## src/rtl/mem_chk_pkg.sv

```systemverilog
// rtl/mem_chk_pkg.sv - shared state and verdict encodings for the store-sequence checker
package mem_chk_pkg;

  typedef enum logic [1:0] {
    ST_IDLE = 2'd0,
    ST_RUN  = 2'd1,
    ST_PASS = 2'd2,
    ST_FAIL = 2'd3
  } state_t;

  typedef enum logic [1:0] {
    FC_NONE     = 2'b00,
    FC_MISMATCH = 2'b01,
    FC_TIMEOUT  = 2'b10
  } fail_code_t;

endpackage

```

## src/rtl/exp_table.sv

```systemverilog
// rtl/exp_table.sv - expected (addr, data) register file with hit mask and match lookup
module exp_table #(
  parameter int WIDTH = 32,
  parameter int DEPTH = 4,
  parameter int IW    = 2,
  parameter int NW    = 3
) (
  input  logic             clk,
  input  logic             reset,
  input  logic             we,
  input  logic [IW-1:0]    widx,
  input  logic [WIDTH-1:0] waddr,
  input  logic [WIDTH-1:0] wdata,
  input  logic             clr_hit,
  input  logic             set_hit,
  input  logic [IW-1:0]    set_idx,
  input  logic [NW-1:0]    n,
  input  logic [WIDTH-1:0] adr,
  input  logic [WIDTH-1:0] writedata,
  output logic [DEPTH-1:0] match,
  output logic             unhit_any,
  output logic [IW-1:0]    unhit_idx
);
  import mem_chk_pkg::*;

  logic [WIDTH-1:0] addr_q [DEPTH];
  logic [WIDTH-1:0] data_q [DEPTH];
  logic [DEPTH-1:0] hit_q;

  always_ff @(posedge clk or negedge reset) begin
    if (!reset) begin
      for (int i = 0; i < DEPTH; i++) begin
        addr_q[i] <= '0;
        data_q[i] <= '0;
      end
      hit_q <= '0;
    end else begin
      if (we) begin
        addr_q[widx] <= waddr;
        data_q[widx] <= wdata;
      end
      if (clr_hit)
        hit_q <= '0;
      else if (set_hit)
        hit_q[set_idx] <= 1'b1;
    end
  end

  // Only entries below the active count take part in matching.
  always_comb begin
    for (int i = 0; i < DEPTH; i++)
      match[i] = (NW'(i) < n) && (addr_q[i] == adr) && (data_q[i] == writedata);
  end

  always_comb begin
    unhit_any = 1'b0;
    unhit_idx = '0;
    for (int i = DEPTH - 1; i >= 0; i--) begin
      if (match[i] && !hit_q[i]) begin
        unhit_any = 1'b1;
        unhit_idx = IW'(i);
      end
    end
  end

endmodule

```

## config.mk

```make
export PLATFORM = sky130hd
export DESIGN_NAME = exp_table
export DESIGN_NICKNAME = d
export VERILOG_FILES = /design/src/rtl/mem_chk_pkg.sv /design/src/rtl/exp_table.sv
export SDC_FILE = /design/constraint.sdc
export NUM_CORES = 1
export LEC_CHECK = 0
export BUFFER_PORTS_ARGS = -buffer_cell sky130_fd_sc_hd__buf_4
export CAP_MARGIN = 20
export CELL_PAD_IN_SITES_DETAIL_PLACEMENT = 1
export CELL_PAD_IN_SITES_GLOBAL_PLACEMENT = 2
export CORE_ASPECT_RATIO = 1.25
export CORE_MARGIN = 5
export CORE_UTILIZATION = 38
export CTS_BUF_LIST = sky130_fd_sc_hd__clkbuf_4
export DETAILED_ROUTE_END_ITERATION = 7
export GPL_ROUTABILITY_DRIVEN = 0
export HOLD_SLACK_MARGIN = 0.15
export PLACE_DENSITY = 0.76
export SYNTH_ARGS = -nofsm -noshare
export SYNTH_HDL_FRONTEND = slang
export SYNTH_SLANG_ARGS = --single-unit
export TNS_END_PERCENT = 50
```

## constraint.sdc

```tcl
create_clock -name clk -period 2.2 [get_ports clk]
set_input_delay 0.33 -clock clk [delete_from_list [all_inputs] [get_ports clk]]
set_output_delay 0.33 -clock clk [all_outputs]
set_load 0.01 [all_outputs]
```

# After elaboration in Yosys (flattened, before gate mapping)
# Cells that the tools add are included.
dict set report classes {
  magnitude_cmp 8
  n_eq_ne 8
  muxes 16
  bitwise_logic 2
  n_reduce_logical 19
}
# op count
set ops {}
lappend ops {{$bwmux W128} 2}
lappend ops {{$eq A32 B32 Y1} 8}
lappend ops {{$demux W32 S2} 1}
lappend ops {{$mux W32} 1}
lappend ops {{$logic_and A1 B1 Y1} 14}
lappend ops {{$mux W2} 4}
lappend ops {{$mux W4} 2}
lappend ops {{$lt A1 B3 Y1 const A} 2}
lappend ops {{$lt A2 B3 Y1 const A} 2}
lappend ops {{$mux W1} 5}
lappend ops {{$logic_not A1 Y1} 4}
lappend ops {{$or A4 B4 Y4} 1}
lappend ops {{$ge A3 B3 Y1 const B} 1}
lappend ops {{$lt A2 B3 Y1 const B} 1}
lappend ops {{$lt A3 B1 Y1 const B} 1}
lappend ops {{$not A2 Y3} 1}
lappend ops {{$demux W1 S2} 1}
lappend ops {{$ge A2 B1 Y1 const B} 1}
lappend ops {{$reduce_bool A2 Y1} 1}
dict set report word_totals {
  reg_bits 260
  inputBits 140
  elab_cells 62
}

# Logic depth before layout (Yosys ltp)
dict set report depth {
  ltp_word 8
  ltp_mapped 7
}

# Worst setup path after synthesis
# OpenSTA, ideal clock, no wires.
dict set report synth_path {
  path_type {input-to-output}
  startpoint {input adr[11]}
  endpoint {output unhit_idx[0]}
  arrival_ps 2049
  required_ps 1870
  slack_ps -179
  stages 7
  path_buffers 1
  path_cell_list {buf_6 > xor2_1 > nor4_1 > nand4_1 > or4_4 > or3_1 > a21oi_1}
}
dict set report synth_via {
  elab_chain_len 8
}
# item line
set synth_lines {}
lappend synth_lines {{start, declared} exp_table.sv:18} ;# input logic [WIDTH-1:0] adr,
lappend synth_lines {{$eq A32 B32 Y1} exp_table.sv:52} ;# match[i] = (NW'(i) < n) && (addr_q[i] == adr) && (data_q[i] == writedata);
lappend synth_lines {{$logic_and A1 B1 Y1 (2 in a row)} exp_table.sv:52}
lappend synth_lines {{$logic_and A1 B1 Y1} exp_table.sv:59} ;# if (match[i] && !hit_q[i]) begin
lappend synth_lines {{$mux W2 (3 in a row)} exp_table.sv:59}
lappend synth_lines {{$mux W2 *} exp_table.sv:59}
lappend synth_lines {{end, declared} exp_table.sv:22} ;# output logic [IW-1:0] unhit_idx
# Every way passes the cells marked *; elsewhere a longest branch is shown, timed or not.

# Final worst setup path
dict set report layout_path {
  startpoint {register addr_q[88] (netlist name)}
  endpoint {output unhit_idx[0]}
}
dict set report layout_via {
  elab_chain_len 6
}
# item line
set layout_lines {}
lappend layout_lines {{start, declared} exp_table.sv:26} ;# logic [WIDTH-1:0] addr_q [DEPTH];
lappend layout_lines {{start signal, assigned by index} exp_table.sv:39} ;# addr_q[widx] <= waddr;
lappend layout_lines {{$eq A32 B32 Y1} exp_table.sv:52}
lappend layout_lines {{$logic_and A1 B1 Y1 (2 in a row)} exp_table.sv:52}
lappend layout_lines {{$logic_and A1 B1 Y1} exp_table.sv:59}
lappend layout_lines {{$mux W2 (2 in a row)} exp_table.sv:59}
# No other way between the ends.

==> results by group <==
Critical path
  • Critical Path Fanout Max: 2
  • Type of origin of the critical path: register
  • WP data arrival: approximately 3.1 ns
  • CP required: between 1.5 and 2 ns
  • Setup CP Type: reg2out
  • Nature of the critical path endpoint: primary output

Die
  • IO Count: between 100 and 150
  • Initial Util: 0.387
  • Row cnt: 74
  • Total core area: roughly 33,000 um^2
  • Die Height: roughly 210 um
  • Die Wd: about 170 um
  • Die area: roughly 37,000 um^2

Cells and area
  • Flip-flop and latch area: around 6500 um^2
  • Multi-input gate area: 6110 um^2
  • Most frequent cells in the layout: buf_4 (294), dfrtp_1 (260), mux2_2 (256)
  • Fillers: 3,427
  • Final nets: approximately 1.5k
  • Ratio of cells with drive above 1 in the final layout: 0.494
  • Final Util: 0.530
  • Post-route cell area: about 17,000 um^2
  • Commonest non-fill, non-tap cell in the layout: buf_4
  • Syn-to-layout area delta: 37.1%

Drt
  • Vias: about 9.4k
  • Wirelength per Cell: roughly 23 um
  • Post-route ant nets: 0
  • Routed met3 length: 1820 um
  • Pre-antenna DRT Iters: 4
  • Final WL: ~43,000 um
  • DR DRC count: 0
  • Met2 WL post-DR: approximately 23,000 um
  • M1 WL: around 18,000 um
  • Via density: ~5.0
  • Number of DRC markers in iteration 0: 456
  • Highest Signal Layer: met4

GRT
  • Initial antenna violation count: 2
  • Vias in the first global route: approximately 11k
  • Grt total ovfl: 0
  • First-pass GRT wire length: around 66,000 um
  • GRT Total Usage: 0.235
  • Largest net degree at the start of global routing: 65

Timing
  • Setup TNS Final: -6.91 ns
  • Least-Margin Pin Slew: just under 0.6 ns
  • Min Tclk post-route: around 3.4 ns
  • Max Clock Freq: between 200 and 300 MHz
  • RSZ-0062 raised after global routing: true
  • Crit share post-route: 1.55
  • Fin. max-slew vios: 0
  • Clk_skew: 0 ns
  • Final hold vios: 0
  • Final WS setup: -1.22 ns
  • Rel. slew slack: 0.615
  • Final Setup Violations: 7

Power
  • P_leak: around 7.7 nW
  • Comb power frac: 0.255
  • Switching Share: 0.298
  • Psw: between 4 and 5 mW
  • Int Power: approximately 10 mW
  • Peak supply drop: about 0.32 mV
  • Share of power burned in the clock network: 0.302
  • Pwr/cell area: 818 nW/um^2
  • Sequential Power Share: 0.443

Clock tree
  • Clock-pin transition on the worst setup and hold timing paths: about 0.07 ns
  • Clock Path Buffers: 3
  • TritonCTS Buffers: 70
  • CTS tree: yes
  • Root Buffer: clkbuf_4
  • CTS Sinks: 260
  • Worst skew pair latency: about 0.7 ns
  • H-tree depth: 3

Yosys
  • Avg Cell Area, Syn: 13.1 um^2
  • Synthesized net count: 1,110
  • FF+latch count, synth: 260
  • Synth Cell Area: between 10,000 and 15,000 um^2
  • Post-synthesis sequential area ratio: 0.513
  • Unique cell type count in the Yosys netlist: 39
  • Cells after synthesis: slightly below 1k
  • Warnings, synthesis: 0

Run status
  • Failing checks: negative setup slack
  • Outcome: finished with violations

Placement
  • Placed cell areas: 15,600 um^2
  • Post-DP HPWL: ~33,000 um
  • Port Buffers: 146

Run
  • MaxCap Viol Count: 0

Min path
  • Min-delay worst type: in2reg
-- kinds of logic after synthesis --
| family | Yosys count | share of synthesized area |
|---|---|---|
| flops | 260 | 0.513 |
| mux | 256 | 0.228 |
| xor+xnor | 211 | 0.146 |
| simple gates | 143 | 0.0697 |
| buf+inv | 61 | 0.0187 |
| compound gates | 39 | 0.0248 |
-- power groups by stage --
stage                     clock network [mW]  logic, mW  registers [mW]
after floorplan                            0       1.79            6.22
after global placement                     0       3.38            6.30
after detailed placement                   0       3.46            6.37
after CTS                               4.45       3.62            6.29
after global routing                    4.73       3.88            6.39
final                                   4.30       3.62            6.29
-- sequential cells by signal (all words and copies together) (netlist names) --
signal / count
addr_q: 128
data_q: 128
hit_q: 4
-- metrics by stage --
step	std cells	hold slack, ns	total power [mW]	setup WS, ns
finish	1858	0.278	14.2	-1.22
global route	1858	0.254	15.0	-1.36
CTS	1855	0.226	14.4	-1.26
detailed placement	1664	0.339	9.83	-0.665
global placement	1664	0.340	9.68	-0.660
floorplan	970	0.0344	8.01	-0.0581
-- per-layer routing --
layer	vias to the layer above	GRT usage
met1	4764	0.292
met5	-	0
met4	0	0.0740
met3	54	0.0430
li1	4330	-
met2	220	0.413
-- worst paths after layout --
check / slack (ns) / from / endpoint / cells after the start
max in group asynchronous: 0.58 / reset / addr_q[17] / 4
worst max-delay path: -1.22 / addr_q[88] / unhit_idx[0] / 8
worst max register to register: 0.86 / hit_q[3] / hit_q[3] / 3
worst min-delay path: 0.28 / widx[1] / addr_q[24] / 3
worst min register to register: 0.51 / data_q[93] / data_q[93] / 1
min in group asynchronous: 0.72 / reset / addr_q[31] / 3
-- area by class of cell --
type / instances / area share
timing repair buffer: 385 / 0.188
sequential: 260 / 0.374
clock inverter: 9 / 0.00346
multi-input combinational: 649 / 0.352
clock buffer: 107 / 0.0462
inverter: 28 / 0.00605
tap: 418 / 0.0301
antenna: 2 / 0.000288
-- Yosys cell counts --
cell type	count	area (um^2)
nor2_1	10	37.5
nand4_4	1	21.3
a221oi_1	3	26.3
clkinv_1	2	7.51
xor2_1	104	911
a21boi_0	1	7.51
a21oi_1	1	5.00
mux2_2	256	2880
o2111a_1	1	11.3
nor3_1	8	40.0
nand2_1	1	3.75
or4_4	1	11.3
or4_1	2	15.0
nand4_1	35	219
a2bb2oi_1	1	8.76
or3b_1	1	8.76
a31oi_1	4	25.0
nor4_1	33	206
o2111ai_1	4	35.0
inv_1	23	86.3
or3_1	1	6.26
and2_1	1	6.26
buf_6	1	11.3
a2111oi_0	9	78.8
o221ai_1	3	26.3
inv_2	3	11.3
o2bb2ai_1	2	17.5
a222oi_1	1	10.0
nand3_1	4	20.0
nand3b_1	3	22.5
o22ai_1	6	37.5
o211ai_1	1	7.51
a22o_1	2	17.5
nor3b_1	2	15.0
xnor2_1	107	937
nor2b_1	24	150
clkbuf_1	32	120
dfrtp_1	260	6510
nand2b_1	16	100
-- what timing repair did --
action	CTS	global route
gates resized for setup	17	11
setup endpoints to repair	7	7
endpoints found under the hold margin	520	0
hold buffers	74	0
setup buffers	1	1
pin swaps	8	3
-- worst max-delay path, stage by stage (launching register included) --
cell     delay [ns]
dfrtp_1        0.38
xor2_1         0.23
nor4_1         0.28
buf_4          0.18
nand4_1        0.08
or4_4          0.58
or3_4          0.41
a21oi_4        0.14
buf_6          0.11
Note: power is estimated with default switching activity, not from simulation.
